File: config.mk
export PLATFORM = sky130hd
export DESIGN_NAME = data_cache
export DESIGN_NICKNAME = d
export VERILOG_FILES = /design/src/rtl/data_cache.sv
export SDC_FILE = /design/constraint.sdc
export NUM_CORES = 1
export LEC_CHECK = 0
export ABC_CLOCK_PERIOD_IN_PS = 12100
export CAP_MARGIN = 20
export CORE_ASPECT_RATIO = 0.6
export CORE_MARGIN = 3
export CORE_UTILIZATION = 35
export DETAILED_ROUTE_END_ITERATION = 16
export GPL_ROUTABILITY_DRIVEN = 1
export SLEW_MARGIN = 20
export SYNTH_ARGS = -nofsm -noshare
export SYNTH_HDL_FRONTEND = slang
export SYNTH_SLANG_ARGS = --single-unit
export TNS_END_PERCENT = 10
File: constraint.sdc
create_clock -name clk -period 12.1 [get_ports clk]
set_clock_uncertainty 0.05 [all_clocks]
set_input_delay 1.21 -clock clk [delete_from_list [all_inputs] [get_ports clk]]
set_output_delay 1.21 -clock clk [all_outputs]
set_load 0.02 [all_outputs]
File: src/rtl/data_cache.sv
// Direct-mapped, write-back, write-allocate data cache for the MEM stage.
// Hits answer combinationally; misses write back a dirty victim, then refill word-serially.
module data_cache #(
    parameter int LINE_ADDR_LEN = 2,
    parameter int SET_ADDR_LEN  = 2
) (
    input  logic        clk,
    input  logic        rst_n,
    input  logic        rd_req,
    input  logic        wr_req,
    input  logic [31:0] addr,
    input  logic [31:0] wr_data,
    output logic [31:0] rd_data,
    output logic        miss,
    output logic        mem_req,
    output logic        mem_we,
    output logic [31:0] mem_addr,
    output logic [31:0] mem_wdata,
    input  logic [31:0] mem_rdata,
    input  logic        mem_gnt,
    output logic [31:0] hit_cnt,
    output logic [31:0] miss_cnt
);
    localparam int TAG_LEN = 30 - LINE_ADDR_LEN - SET_ADDR_LEN;
    localparam int WORDS   = 1 << LINE_ADDR_LEN;
    localparam int SETS    = 1 << SET_ADDR_LEN;

    typedef enum logic [1:0] {IDLE, WB, REFILL} state_t;

    state_t                    state;
    logic [31:0]               line_q [SETS][WORDS];
    logic [TAG_LEN-1:0]        tag_q  [SETS];
    logic [SETS-1:0]           valid_q;
    logic [SETS-1:0]           dirty_q;
    logic [LINE_ADDR_LEN-1:0]  cnt;
    logic [LINE_ADDR_LEN-1:0]  cnt_inc;
    logic [TAG_LEN-1:0]        req_tag;
    logic [SET_ADDR_LEN-1:0]   req_set;

    logic [LINE_ADDR_LEN-1:0]  word;
    logic [SET_ADDR_LEN-1:0]   set;
    logic [TAG_LEN-1:0]        tag;
    logic                      present;
    logic                      hit;
    logic                      victim_dirty;
    logic                      unused_byte_offset;

    assign word    = addr[LINE_ADDR_LEN+1:2];
    assign set     = addr[LINE_ADDR_LEN+SET_ADDR_LEN+1:LINE_ADDR_LEN+2];
    assign tag     = addr[31:LINE_ADDR_LEN+SET_ADDR_LEN+2];
    assign unused_byte_offset = ^addr[1:0];

    assign present      = rd_req | wr_req;
    assign hit          = present & valid_q[set] & (tag_q[set] == tag);
    assign victim_dirty = valid_q[set] & dirty_q[set];
    assign cnt_inc      = cnt + LINE_ADDR_LEN'(1);

    // Simultaneous rd_req and wr_req is a store, so no load data is returned.
    assign rd_data = (state == IDLE && hit && rd_req && !wr_req) ? line_q[set][word] : 32'd0;
    assign miss    = rst_n & (((state == IDLE) & present & ~hit) | (state != IDLE));

    // Memory handshake: while mem_req is high, mem_we/mem_addr/mem_wdata describe the
    // current word and stay frozen until a cycle with mem_gnt=1 accepts (or returns) it.
    always_ff @(posedge clk or negedge rst_n) begin
        if (!rst_n) begin
            state     <= IDLE;
            valid_q   <= '0;
            dirty_q   <= '0;
            cnt       <= '0;
            req_tag   <= '0;
            req_set   <= '0;
            hit_cnt   <= '0;
            miss_cnt  <= '0;
            mem_req   <= 1'b0;
            mem_we    <= 1'b0;
            mem_addr  <= '0;
            mem_wdata <= '0;
        end else begin
            case (state)
                IDLE: begin
                    if (hit) begin
                        if (hit_cnt != '1) hit_cnt <= hit_cnt + 32'd1;
                        if (wr_req) dirty_q[set] <= 1'b1;
                    end else if (present) begin
                        req_tag <= tag;
                        req_set <= set;
                        cnt     <= '0;
                        mem_req <= 1'b1;
                        if (miss_cnt != '1) miss_cnt <= miss_cnt + 32'd1;
                        if (victim_dirty) begin
                            state     <= WB;
                            mem_we    <= 1'b1;
                            mem_addr  <= {tag_q[set], set, {LINE_ADDR_LEN{1'b0}}, 2'b00};
                            mem_wdata <= line_q[set][0];
                        end else begin
                            state     <= REFILL;
                            mem_we    <= 1'b0;
                            mem_addr  <= {tag, set, {LINE_ADDR_LEN{1'b0}}, 2'b00};
                        end
                    end
                end
                WB: begin
                    if (mem_gnt) begin
                        if (&cnt) begin
                            cnt       <= '0;
                            state     <= REFILL;
                            mem_we    <= 1'b0;
                            mem_wdata <= '0;
                            mem_addr  <= {req_tag, req_set, {LINE_ADDR_LEN{1'b0}}, 2'b00};
                        end else begin
                            cnt       <= cnt_inc;
                            mem_addr  <= {tag_q[req_set], req_set, cnt_inc, 2'b00};
                            mem_wdata <= line_q[req_set][cnt_inc];
                        end
                    end
                end
                REFILL: begin
                    if (mem_gnt) begin
                        if (&cnt) begin
                            cnt              <= '0;
                            state            <= IDLE;
                            mem_req          <= 1'b0;
                            mem_addr         <= '0;
                            valid_q[req_set] <= 1'b1;
                            dirty_q[req_set] <= 1'b0;
                        end else begin
                            cnt      <= cnt_inc;
                            mem_addr <= {req_tag, req_set, cnt_inc, 2'b00};
                        end
                    end
                end
                default: state <= IDLE;
            endcase
        end
    end

    // Data and tag storage carry no reset; valid bits alone decide residency.
    always_ff @(posedge clk) begin
        if (state == IDLE && hit && wr_req)
            line_q[set][word] <= wr_data;
        if (state == REFILL && mem_gnt) begin
            line_q[req_set][cnt] <= mem_rdata;
            if (&cnt) tag_q[req_set] <= req_tag;
        end
    end
endmodule

# Word-level counts from Yosys, hierarchy flattened

Memory sizes are Yosys's and may differ from the RTL's.
Cells that the tools add are included.

Register bits after elaboration: 170
Bits in latches: 0
Bits in writable memories: 616
Memory bits (read-only): 0
Input bits: 101
Output and inout bits: 163
Word-level logic and storage cells: 157
Memories: 2

$add $sub $neg: 3
Multiply operators: 0
Divide/modulo/power cells: 0
$lt $le $gt $ge: 9
Equal/unequal tests: 15
Shift-type cells: 0
Mux-type cells: 70
Bitwise operators: 16
Reductions and logical operators: 30

Memories:

| memory | words | bits a word | rd ports | clocked after memory_dff | wr ports | RTL line | RTL |
|---|---|---|---|---|---|---|---|
| line_q | 4     | 128         | 2        | 0                        | 1        | 31       | `logic [31:0] line_q [SETS][WORDS];` |
| tag_q  | 4     | 26          | 2        | 0                        | 1        | 32       | `logic [TAG_LEN-1:0] tag_q [SETS];` |

Operators by type and width:

| operator                                                    | number |
|---|---|
| 2-to-1 mux 32 bit                                           | 19 |
| 2-to-1 mux 128 bit                                          | 4 |
| binary-select mux 32 bit (select 2 bit)                     | 2 |
| demux 32 bit (select 2 bit)                                 | 2 |
| OR reduction 128 bit                                        | 1 |
| case mux 32 bit (3 select lines)                            | 1 |
| adder 32 x 1 -> 32 bit (second input constant)              | 2 |
| inequality test 32 bit (second input constant)              | 2 |
| case mux 32 bit (2 select lines)                            | 1 |
| equality test 26 bit                                        | 1 |
| AND reduction 5 bit                                         | 5 |
| 2-to-1 mux 2 bit                                            | 12 |
| inequality test 2 bit (second input constant)               | 9 |
| 2-to-1 mux 1 bit                                            | 16 |
| 2-to-1 mux 4 bit                                            | 4 |
| AND reduction 4 bit                                         | 3 |
| greater-or-equal comparator 3 bit (second input constant)   | 3 |
| logical AND 1 bit                                           | 9 |
| inverter 2 -> 3 bit                                         | 3 |
| bitwise OR 4 bit                                            | 2 |
| case mux 4 bit (2 select lines)                             | 1 |
| nonzero test 2 bit                                          | 4 |
| bitwise AND 1 bit                                           | 6 |
| less-than comparator 2 x 3 -> 1 bit (second input constant) | 2 |
| other kinds (22)                                            | 29 |

# Depth between registers and ports, before layout

Depth in word-level cells: 9
Mapped depth: 14
Gate-level depth less buffers: 9

# Least setup slack after synthesis

Ideal clock, no wire load.

Path type: input -> register
Start: input addr[4]
End: memory line_q[1][32] (netlist name) (enable)
Setup time: 0.421 ns
Arrival time: 4.896 ns
Data required time: 11.629 ns
Path slack: 6.733 ns
Cell stages on the path: 11
Path buffers: 4
Cell sequence: buf_6 > buf_12 > mux4_1 > xor2_1 > or3b_2 > nor3_2 > and3_4 > buf_4 > buf_4 > a21oi_1 > nor2_1

Longest elaborated chain between the ends: 9
Elaborated cells on any way between the ends: 12
Those cells by class: 1 x eq/ne; 6 x mux; 2 x bitwise; 2 x reduce/logical; 1 x memory

RTL lines:

| what                                                                        | RTL line | RTL |
|---|---|---|
| from (decl)                                                                 | 11       | `input logic [31:0] addr,` |
| parallel branches: the longest is 9 deep, another holds memory (4 x 26 bit) | n/a      |  |
| to (decl)                                                                   | 31       |  |

Parallel ways; which one is timed is not known. The select of a mux whose other input is x is not followed.

# Worst setup path in the final report

Start: input addr[4]
End: output rd_data[9]

Longest elaborated chain between the ends: 8
Elaborated cells on any way between the ends: 14
Those cells by class: 1 x eq/ne; 6 x mux; 2 x bitwise; 3 x reduce/logical; 2 x memory

RTL lines:

| what                                                                        | RTL line | RTL |
|---|---|---|
| parallel branches: the longest is 7 deep, another holds memory (4 x 26 bit) | n/a      |  |
| 2-to-1 mux 32 bit *                                                         | 59       | `assign rd_data = (state == IDLE && hit && rd_req && !wr_req) ? line_q[set][word] : 32'd0;` |
| to (decl)                                                                   | 13       | `output logic [31:0] rd_data,` |

Mark *: on every way between the ends. The select of a mux whose other input is x is not followed.

==> impl_metrics.env <==
export IMPL_outcome="finished clean"
export IMPL_grt_pass1_vias=23196
export IMPL_peakVddDrop_mv=0.118
export IMPL_pwr_share_seq=0.408
export IMPL_dp_slack_ps=4330
export IMPL_fin_nets=2460
export IMPL_switching_power_w=0.00277
export IMPL_synth_seq_cells=784
export IMPL_cts_setup_buffers=0
export IMPL_core_mm2=0.106
export IMPL_synth_avg_cell_area_um2=17.8
export IMPL_vias_per_cell=5.68
export IMPL_htreeDepth=3
export IMPL_routed_wl_um=106000
export IMPL_fin_crit_ps=7460
export IMPL_intPower_w=0.00610
export IMPL_dieArea_mm2=0.111
export IMPL_ctsResizeCount=0
export IMPL_max_freq_ghz=0.134
export IMPL_grt_antenna_before_repair=5
export IMPL_track_usage=0.190
export IMPL_min_to="valid_q[1]"
export IMPL_worst_pin_slew_ps=1090
export IMPL_ys_warn_count=0
export IMPL_r2r_slack_ps=7440
export IMPL_clk_root_buffer_cell="clkbuf_16"
export IMPL_synth_cell_types=71
export IMPL_dpl_cell_count=3677
export IMPL_clockBufferDepth=3
export IMPL_grt_max_degree=130
export IMPL_total_power_w=0.00886
export IMPL_overflow=0
export IMPL_crit_type="in2out"
export IMPL_row_count=92
export IMPL_power_density_mw_per_mm2=200
export IMPL_setup_viol=0
export IMPL_hold_buffers=0
export IMPL_gp_congestion=0.835
export IMPL_r2r_end="line_q[0][124]"
export IMPL_setup_slack_ps=4640
export IMPL_ant_nets=0
export IMPL_hold_viol=0
export IMPL_path_max_fanout=80
export IMPL_synth_enable_flop_cells=616
export IMPL_syn_cell_area_mm2=0.0375
export IMPL_cap_violations=0
export IMPL_ff2ff_path_depth=9
export IMPL_rsz0062_at_grt="false"
export IMPL_met1_usage=0.263
export IMPL_start_kind="primary input"
export IMPL_whs_path_depth=1
export IMPL_syn2layout_area_growth_pct=18.4
export IMPL_ys_flop_type="edfxtp_1"
export IMPL_grt_pass1_wl_um=157000
export IMPL_p_leak_nw=14.8
export IMPL_synthCells=2108
export IMPL_top_usage_layer="met2"
export IMPL_synthArstFlopShare=0.214
export IMPL_p_comb_frac=0.311
export IMPL_cts_tree="built"
export IMPL_drive_above_1_share=0.286
export IMPL_min_path_type="reg2reg"
export IMPL_die_w_um=429
export IMPL_cts_sinks=784
export IMPL_finalMaxSlewViolations=0
export IMPL_firstDrtPassIters=5
export IMPL_initial_core_util=0.355
export IMPL_ys_seq_area_frac=0.605
export IMPL_crit_reg2reg_launch="tag_q[1][11]"
export IMPL_period_share=0.616
export IMPL_dp_hpwl_um=60900
export IMPL_dieHeight_um=260
export IMPL_pin_count=264
export IMPL_port_buffers=259
export IMPL_swShare=0.312
export IMPL_slew_headroom=0.271
export IMPL_met2_usage=0.309
export IMPL_arrival_ps=6200
export IMPL_path_clk_slew_ps=60
export IMPL_clock_power_share=0.281
export IMPL_end_kind="output pin"
export IMPL_fin_hold_ws_ps=410
export IMPL_final_setup_tns_ps=0
export IMPL_drt_initial_drc_count=2048
export IMPL_vias=21745
export IMPL_wl_per_cell_um=27.7
export IMPL_cts_inserted_buffers=80
export IMPL_layoutNonFillerInstCount=3830
export IMPL_drc_errors=0
export IMPL_critPathRequiredTime_ps=10840
export IMPL_min_from="valid_q[1]"
export IMPL_clk_latency_ps=680
export IMPL_use_met3=0.0368
cell type report:
cell class / count / area [µm²]
Fill cell: 9322 / 61300
Sequential cell: 784 / 22700
Multi-Input combinational cell: 1126 / 14100
Timing Repair Buffer: 308 / 3030
Clock buffer: 114 / 2190
Tap cell: 1410 / 1760
Clock inverter: 36 / 423
Inverter: 49 / 184
Antenna cell: 3 / 7.51
synth_stat cells (16+ instances only):
| cell | instances | share of area |
|---|---|---|
| mux2_4 | 30 | 0.012 |
| mux2_2 | 92 | 0.028 |
| buf_1 | 33 | 0.0033 |
| clkbuf_1 | 83 | 0.0083 |
| edfxtp_1 | 616 | 0.49 |
| dfrtp_1 | 168 | 0.11 |
| nor2_1 | 59 | 0.0059 |
| mux2i_1 | 32 | 0.0085 |
| nand4_1 | 30 | 0.0050 |
| nand3_1 | 36 | 0.0048 |
| nor2b_1 | 35 | 0.0058 |
| mux4_2 | 360 | 0.22 |
| buf_2 | 20 | 0.0027 |
| a221oi_1 | 27 | 0.0063 |
| inv_1 | 49 | 0.0049 |
| nand2_1 | 78 | 0.0078 |
| xnor2_1 | 69 | 0.016 |
| nor3_1 | 16 | 0.0021 |
| a21oi_1 | 45 | 0.0060 |
| xor2_1 | 16 | 0.0037 |
| o21ai_0 | 42 | 0.0056 |
registers in the layout, summed over array words and instances (netlist names), 4 cells and up:
name       count
line_q       512
mem_wdata     32
valid_q        4
tag_q        104
req_tag       26
dirty_q        4
miss_cnt      32
hit_cnt       32
mem_addr      30
cells by family after synthesis:
group                    after synthesis  share of synthesized area
buffers and inverters                199                     0.0238
flip-flops                           784                      0.605
adder cells (fa/ha/maj)               10                    0.00334
AO/OA/AOI/OAI                        161                     0.0278
other                                  1                   0.000100
AND/OR/NAND/NOR                      340                     0.0485
multiplexers                         528                      0.271
XOR/XNOR                              85                     0.0199
critical path: stages:
cell             delay, ps
buf_8                  690
buf_6                  700
mux2_2                 460
a221o_1                350
o21ai_0                130
and4_1                 240
and4_1                 340
nand4b_1               520
buf_8                  360
buf_4                  280
nor2b_1                190
clkdlybuf4s50_1        630
through the flow:
step | util | area, µm²
2_1_floorplan | - | 37500
6_report | 0.420 | 44400
3_3_place_gp | 0.395 | 41700
3_5_place_dp | 0.395 | 41800
4_1_cts | 0.420 | 44400
5_1_grt | 0.420 | 44400
layout by cell type (no fill, tap or decap), drive strengths merged, types with 36 or more instances in the layout:
cell type,count
clkbuf,115
inv,49
dfrtp,168
edfxtp,616
nor2,59
mux2,129
a21oi,45
o21ai,44
buf,53
xnor2,69
nand2,78
clkdlybuf4s50,254
mux4,366
nand3,36
worst max-delay path by stage:
| stage | startpoint | end | cells past startpoint |
|---|---|---|---|
| floorplan | addr[4] | line_q[1][32] | 11 |
| global placement | addr[4] | rd_data[14] | 11 |
| detailed placement | addr[4] | rd_data[29] | 12 |
| CTS | addr[4] | rd_data[29] | 12 |
| global route | addr[4] | rd_data[5] | 13 |
| finish | addr[4] | rd_data[9] | 12 |
per-layer routing:
layer  wire length [µm]  vias to the layer above
met5                  0                        -
met4               2160                        0
met3               6450                      154
met2              51600                      763
met1              45700                    11717
li1                   -                     9111
power by group through the flow:
stage / clock [W] / sequential, W / combinational (W)
2_1_floorplan: 0 / 0.00369 / 0.00180
3_3_place_gp: 0 / 0.00364 / 0.00275
3_5_place_dp: 0 / 0.00367 / 0.00279
4_1_cts: 0.00255 / 0.00361 / 0.00280
5_1_grt: 0.00267 / 0.00365 / 0.00294
6_report: 0.00249 / 0.00361 / 0.00276
Power figures use the tool's default switching activity.
